--- src/rtl/sfx_arbiter.sv ---
// sfx_arbiter: priority arbiter routing one of NUM_CH sound-effect generators to the speaker
// Ports: clk/reset (sync, active-high); trig: per-channel request levels (rising edge counts);
// ch_sound: generator bitstreams; ch_enable: one-hot enable of the playing generator;
// sound: routed speaker bit; active_ch: playing channel; busy: playing; done: natural-completion
// pulse; pending: queued requests not yet started.
module sfx_arbiter #(
  parameter int NUM_CH   = 4,
  parameter int TIMER_W  = 24,
  parameter int DURATION = 12500000,
  parameter int PREEMPT  = 1,
  localparam int CH_W    = NUM_CH > 1 ? $clog2(NUM_CH) : 1
) (
  input  logic              clk,
  input  logic              reset,
  input  logic [NUM_CH-1:0] trig,
  input  logic [NUM_CH-1:0] ch_sound,
  output logic [NUM_CH-1:0] ch_enable,
  output logic              sound,
  output logic [CH_W-1:0]   active_ch,
  output logic              busy,
  output logic              done,
  output logic [NUM_CH-1:0] pending
);
  typedef enum logic {IDLE, PLAY} state_t;
  localparam logic [TIMER_W-1:0] TLOAD = TIMER_W'(DURATION - 1);
  state_t              state_q, state_d;
  logic [TIMER_W-1:0]  timer_q, timer_d;
  logic [NUM_CH-1:0]   pending_q, pending_d, trig_prev_q, rise, cand;
  logic [CH_W-1:0]     active_ch_q, active_ch_d, win, rwin;
  logic                done_q, done_d;
  function automatic logic [CH_W-1:0] lowest(input logic [NUM_CH-1:0] v);
    lowest = '0;
    for (int i = NUM_CH - 1; i >= 0; i--) if (v[i]) lowest = CH_W'(i);
  endfunction
  always_comb begin
    rise        = trig & ~trig_prev_q;
    cand        = pending_q | rise;
    win         = lowest(cand);
    rwin        = lowest(rise);
    state_d     = state_q;
    timer_d     = timer_q;
    active_ch_d = active_ch_q;
    pending_d   = pending_q | rise;
    done_d      = 1'b0;
    // Completion has priority over any rise landing on the same edge.
    if (state_q == IDLE || timer_q == '0) begin
      done_d  = state_q == PLAY;
      state_d = |cand ? PLAY : IDLE;
      if (|cand) begin
        active_ch_d = win;
        timer_d     = TLOAD;
        pending_d   = cand & ~(NUM_CH'(1) << win);
      end
    end else begin
      timer_d = timer_q - 1'b1;
      // A rise at or above the playing priority restarts/steals the slot; the loser is dropped.
      if (PREEMPT != 0 && |rise && rwin <= active_ch_q) begin
        active_ch_d = rwin;
        timer_d     = TLOAD;
        pending_d   = pending_q | (rise & ~(NUM_CH'(1) << rwin));
      end
    end
  end
  always_ff @(posedge clk) begin
    if (reset) begin
      state_q     <= IDLE;
      timer_q     <= '0;
      pending_q   <= '0;
      trig_prev_q <= '0;
      active_ch_q <= '0;
      done_q      <= 1'b0;
    end else begin
      state_q     <= state_d;
      timer_q     <= timer_d;
      pending_q   <= pending_d;
      trig_prev_q <= trig;
      active_ch_q <= active_ch_d;
      done_q      <= done_d;
    end
  end
  assign busy      = state_q == PLAY;
  assign active_ch = active_ch_q;
  assign done      = done_q;
  assign pending   = pending_q;
  assign ch_enable = (NUM_CH'(1) << active_ch_q) & {NUM_CH{busy}};
  assign sound     = busy & ch_sound[active_ch_q];
endmodule

--- config.mk ---
export PLATFORM = sky130hd
export DESIGN_NAME = sfx_arbiter
export DESIGN_NICKNAME = d
export VERILOG_FILES = /design/src/rtl/sfx_arbiter.sv
export SDC_FILE = /design/constraint.sdc
export NUM_CORES = 1
export LEC_CHECK = 0
export ABC_CLOCK_PERIOD_IN_PS = 3170
export CORE_MARGIN = 3
export CORE_UTILIZATION = 30
export CTS_CLUSTER_SIZE = 28
export DETAILED_ROUTE_END_ITERATION = 8
export DONT_BUFFER_PORTS = 1
export PLACE_DENSITY = 0.41
export SYNTH_ARGS = -nofsm -noshare
export SYNTH_HDL_FRONTEND = slang
export SYNTH_SLANG_ARGS = --single-unit
--- constraint.sdc ---
create_clock -name clk -period 3.17 [get_ports clk]
set_input_delay 0.1585 -clock clk [delete_from_list [all_inputs] [get_ports clk]]
set_output_delay 0.1585 -clock clk [all_outputs]
set_load 0.01 [all_outputs]
* Word level (Yosys, flattened, before mapping)
Cells that the tools add are included. Widths: inputs -> output; s select.
Cells by class: add/subtract/negate cells 1, $mul 0, div/mod/pow operators 0, $lt $le $gt $ge 2, eq/ne operators 1, shift-type cells 3, muxes and demuxes 20, bitwise logic cells 12, reduce and logical (&&, ||, !) cells 8
Operators with widths (count):
- $mux 24 | 3
- $logic_not 24->1 | 1
- $sub 24x1->24 const B | 1
- $mux 2 | 11
- $and 4x4->4 | 4
- $mux 4 | 3
- $not 4->4 | 3
- $shl 1x2->4 const A | 3
- $or 4x4->4 | 2
- $reduce_or 4->1 | 2
- $lt 2x3->1 const B | 1
- $bmux 1 s2 | 1
- $le 2x2->1 | 1
- $mux 1 | 2
- $ne 2x1->1 const B | 1
- $not 1->1 | 2
- $reduce_and 2->1 | 1
- $reduce_bool 2->1 | 1
- $reduce_or 2->1 | 1
- $and 1x1->1 | 1
- $logic_and 1x1->1 | 1
- $logic_or 1x1->1 | 1
Storage, ports and cells: flip-flop bits (word level) 36, latch bits 0, memory bits (writable) 0, memory bits (read-only) 0, input port bits 10, output and inout bits 13, logic and storage cells 53, memories kept 0

* Logic depth before layout (Yosys ltp)
depth after elaboration 12, mapped depth 11, depth with buffers taken out 10

* Worst setup path before layout
OpenSTA, ideal clock, no wires.
path type flip-flop to flip-flop, start point register trig_prev_q[2], end point register timer_q[7], library setup time 0.075 ns, arrival 2.365 ns, data required time 3.095 ns, setup slack 0.730 ns, stages on the path, launching flop included 10, path buffers 0, period minus slack after synthesis 2.440 ns, cells stage by stage dfxtp_1 nor2b_1 o21ai_0 nand2_1 ha_1 o221a_2 a211oi_1 nand2_2 or4_1 a31oi_1
Between the ends: longest elaborated chain between the ends 9, elaborated cells between the ends (all ways) 13, those cells by class 1 x order compare; 1 x eq/ne; 5 x mux; 3 x bitwise; 3 x reduce/logical
Ends and longest elaborated chain:
- start: declaration | line 28 | logic [NUM_CH-1:0] pending_q, pending_d, trig_prev_q, rise, cand;
- start signal: assignment | line 76 | trig_prev_q <= trig;
- $not 4->4 * | line 36 | rise = trig & ~trig_prev_q;
- $and 4x4->4 * | line 36
- $mux 2 (3 in a row) | line 33 | for (int i = NUM_CH - 1; i >= 0; i--) if (v[i]) lowest = CH_W'(i);
- $le 2x2->1 | line 57 | if (PREEMPT != 0 && |rise && rwin <= active_ch_q) begin
- $logic_and 1x1->1 | line 57
- $mux 24 | line 57
- $mux 24 | line 46 | if (state_q == IDLE || timer_q == '0) begin
- end signal: assignment | line 74 | timer_q <= timer_d;
- end: declaration | line 27 | logic [TIMER_W-1:0] timer_q, timer_d;
Every way passes the cells marked *; elsewhere a longest branch is shown, timed or not. A chain may end at the register's enable or synchronous reset.

* Worst setup path after layout
start point register trig_prev_q[2], end point register timer_q[16]
Same word-level chain as after synthesis.

==> out/metrics.csv <==
metric,value,unit
postcts setup bufs,0,
Cells after DPL,295,
antenna cells,0,
Post-synth EDFFs,0,
total routed wirelength,5.207,mm
antenna violations before repair,0,
setup tns final,0,ps
post-synthesis mux area share,1.148,%
PwrDens,542.1,nW/µm²
post-synthesis sequential area ratio,36.73,%
most crowded layer after global routing,met2,
GRT Util Overall,14.70,%
combinational family with the most area after synthesis,simple AND/OR/NAND/NOR gates,
Final Hold Viols,0,
post-synth net total,239,
Nets,244,
clock sinks,36,
Crit Path Class,register to register,
IO Port Bufs,0,
initial drt markers,121,
Critical Path Fanout Max,16,
post-route insts no fill,308,
H-tree Lvls,2,
first-pass GRT wire length,8.694,mm
"Avg Cell Area, Syn",8.643,µm²
fin. max-slew vios,0,
Die Span X,86.87,µm
RR Endpoint,timer_q[16]$_SDFFE_PP0P_,
asr flop ratio synth,0,%
row count,28,
CTS tree,done,
Synth Flop Type,dfxtp_1,
flop-to-flop setup slack,270,ps
post-synthesis adder-cell area fraction,1.276,%
Crit path largest cell delay,470,ps
post-route ant nets,0,
# IOs,23,
Yosys reg bits,36,
WL per Instance,16.91,µm
Cells after Synth,227,
critical path endpoint,timer_q[16]$_SDFFE_PP0P_,
Synth top area share,36.73,%
clock tree buffer depth,2,
worst-margin pin slew,693.7,ps
"commonest non-fill, non-tap cell in the layout",dfxtp_1,
GR Util met1,19.68,%
Synth Area in Compound Gates,23.98,%
fraction of layout cells with a size suffix above 1,13.73,%
fin crit share,91.41,%
"Buf+Inv Stages, Crit Path",0,
CTS root buf,clkbuf_8,
Layout Skew,7.805,ps
total CTS buffers,5,
Static Leakage,0.7638,nW
Max VDD drop,0.2012,mV
met2 Usage GRT,22.71,%
clk slew on worst S/H paths,80,ps
"top cells by area, synth","dfxtp_1 (37%), nor3_1 (4.6%), a21oi_1 (4.1%), nor2_1 (3.8%), a211oi_1 (3.1%)",
first-pass iteration count of the detailed router,4,
R2R depth,9,
"Arr. time, crit path",3100,ps
slew margin rel.,53.33,%
DRC viols,0,
most frequent cells in the layout,"dfxtp_1 (36), nor2_1 (20), nor3_1 (18), a21oi_1 (16), nand2_1 (12)",
status,"finished, final reports clean",
dpl hpwl,3.407,mm
post-synth cell types,55,
"area leader, netlist",dfxtp_1,
Min-Delay Path Class,primary input to register,
Die ar.,7546,µm²
Critical-path top delay cell,or4_1,
largest net degree at the start of global routing,31,
Peak Freq,345.1,MHz
RSZ-0062 raised after global routing,no,
xor and xnor area share after synthesis,0.8929,%
Post-Synth Simple-Gate Area,30.93,%
clk_lat worst skew,290,ps
min Tclk post-route,2898,ps
top cell family by delay on the critical path,simple AND/OR/NAND/NOR gates,
vias in the first global route,1774,
met3 GRT Util,3.406,%
Starting Density,32.00,%
yosys warns,0,
Vias,1788,
fillcell total,627,
residual overflow from global routing,0,
kind of end point of the critical path,register,
Startpoint Class,register,
Worst Setup SP,trig_prev_q[2]$_SDFF_PP0_,
Area Growth Syn to Fin,11.16,%
vias per inst,5.805,
Crit path depth,9,
"Req. time, crit path",3380,ps
crit-path cells,"nor2b_1, o21ai_0, nand2_1, ha_1, o221a_2, a211oi_1, nand2_2, or4_1, a31oi_1",
Die H,86.87,µm
core area,6131,µm²
final setup vio count,0,
Final GP Congestion,0.8321,
mapped cell area,1962,µm²
Critical R2R Launch,trig_prev_q[2]$_SDFF_PP0_,
MaxCap Viol Count,0,
-- flip-flops by register name, summed over array words and instances (netlist names) --
| name | count |
|---|---|
| pending | 4 |
| trig_prev_q | 4 |
| active_ch | 2 |
| busy | 1 |
| done | 1 |
| timer_q | 24 |
-- layer usage --
layer | part of all wire (%) | routed length (µm)
met5 | 0 | 0
met4 | 0.92 | 48
met3 | 5.8 | 300
met2 | 44 | 2317
met1 | 49 | 2540
-- how the worst min path moves through the flow --
stage               cells past startpoint  slack [ps]  startpoint                         to
detailed placement                      1         230       reset   timer_q[18]$_SDFFE_PP0P_
global route                            2           4       reset   timer_q[10]$_SDFFE_PP0P_
global placement                        1         230       reset   timer_q[18]$_SDFFE_PP0P_
floorplan                               1         290     trig[0]  trig_prev_q[0]$_SDFF_PP0_
finish                                  2          20       reset   timer_q[10]$_SDFFE_PP0P_
CTS                                     2           8       reset   timer_q[10]$_SDFFE_PP0P_
-- cell usage after synthesis, types with 2 or more instances --
master,n
or4_1,3
xnor2_1,2
a21oi_1,16
inv_1,4
ha_1,2
nor2b_1,8
a31oi_1,7
o21ai_0,4
o31a_1,2
nand3b_1,3
nand3_1,8
o211ai_1,3
dfxtp_1,36
o211a_1,2
o21a_1,6
nor4_2,3
a311oi_1,3
nand2b_1,4
clkbuf_1,6
buf_6,5
and3_1,4
nor4_1,7
nor3_1,18
a211oi_1,8
nand2_1,12
nor2_1,20
nor3b_1,3
-- cell type report --
cell class / count / area [µm²] / area share [%]
repair buffers: 10 / 97.59 / 4.475
well taps: 75 / 93.84 / 4.303
clock buffers: 5 / 68.82 / 3.155
flip-flops and latches: 36 / 720.7 / 33.05
multi-input cells: 175 / 1142 / 52.38
inverters: 4 / 15.01 / 0.6885
clock inverters: 3 / 42.54 / 1.951
-- metrics by stage --
step	util (%)	total power [W]	worst slack [ps]	cell area [µm²]	hold slack, ps
5_1_grt	35.57	0.001244	38.03	2181	4.362
3_5_place_dp	32.78	0.0007755	286.6	2009	233.1
2_1_floorplan	-	0.0007348	730.4	1962	286.7
6_report	35.57	0.001182	272.2	2181	19.83
4_1_cts	35.57	0.001194	266.1	2181	7.516
3_3_place_gp	32.78	0.0007733	415.0	2009	233.0
-- report_power, final --
part | switching, W | leakage (nW) | total, W | internal, W
clock | 0.000169 | 0.0541 | 0.000401 | 0.000233
combinational | 0.000138 | 0.411 | 0.000237 | 0.0000990
sequential | 0.0000550 | 0.299 | 0.000544 | 0.000489
-- timing repair --
action                     in CTS  in global routing
hold endpoints to repair       30                  0
setup endpoints to repair       0                  0
hold buffers                    5                  0
resized for setup               0                  0
-- cells by family after synthesis --
logic type	after synthesis
AND/OR/NAND/NOR	106
AO/OA/AOI/OAI	64
flip-flops	36
buffers and inverters	16
XOR/XNOR	2
adder cells (fa/ha/maj)	2
multiplexers	1
No activity file was read; power rests on OpenSTA's default activity.
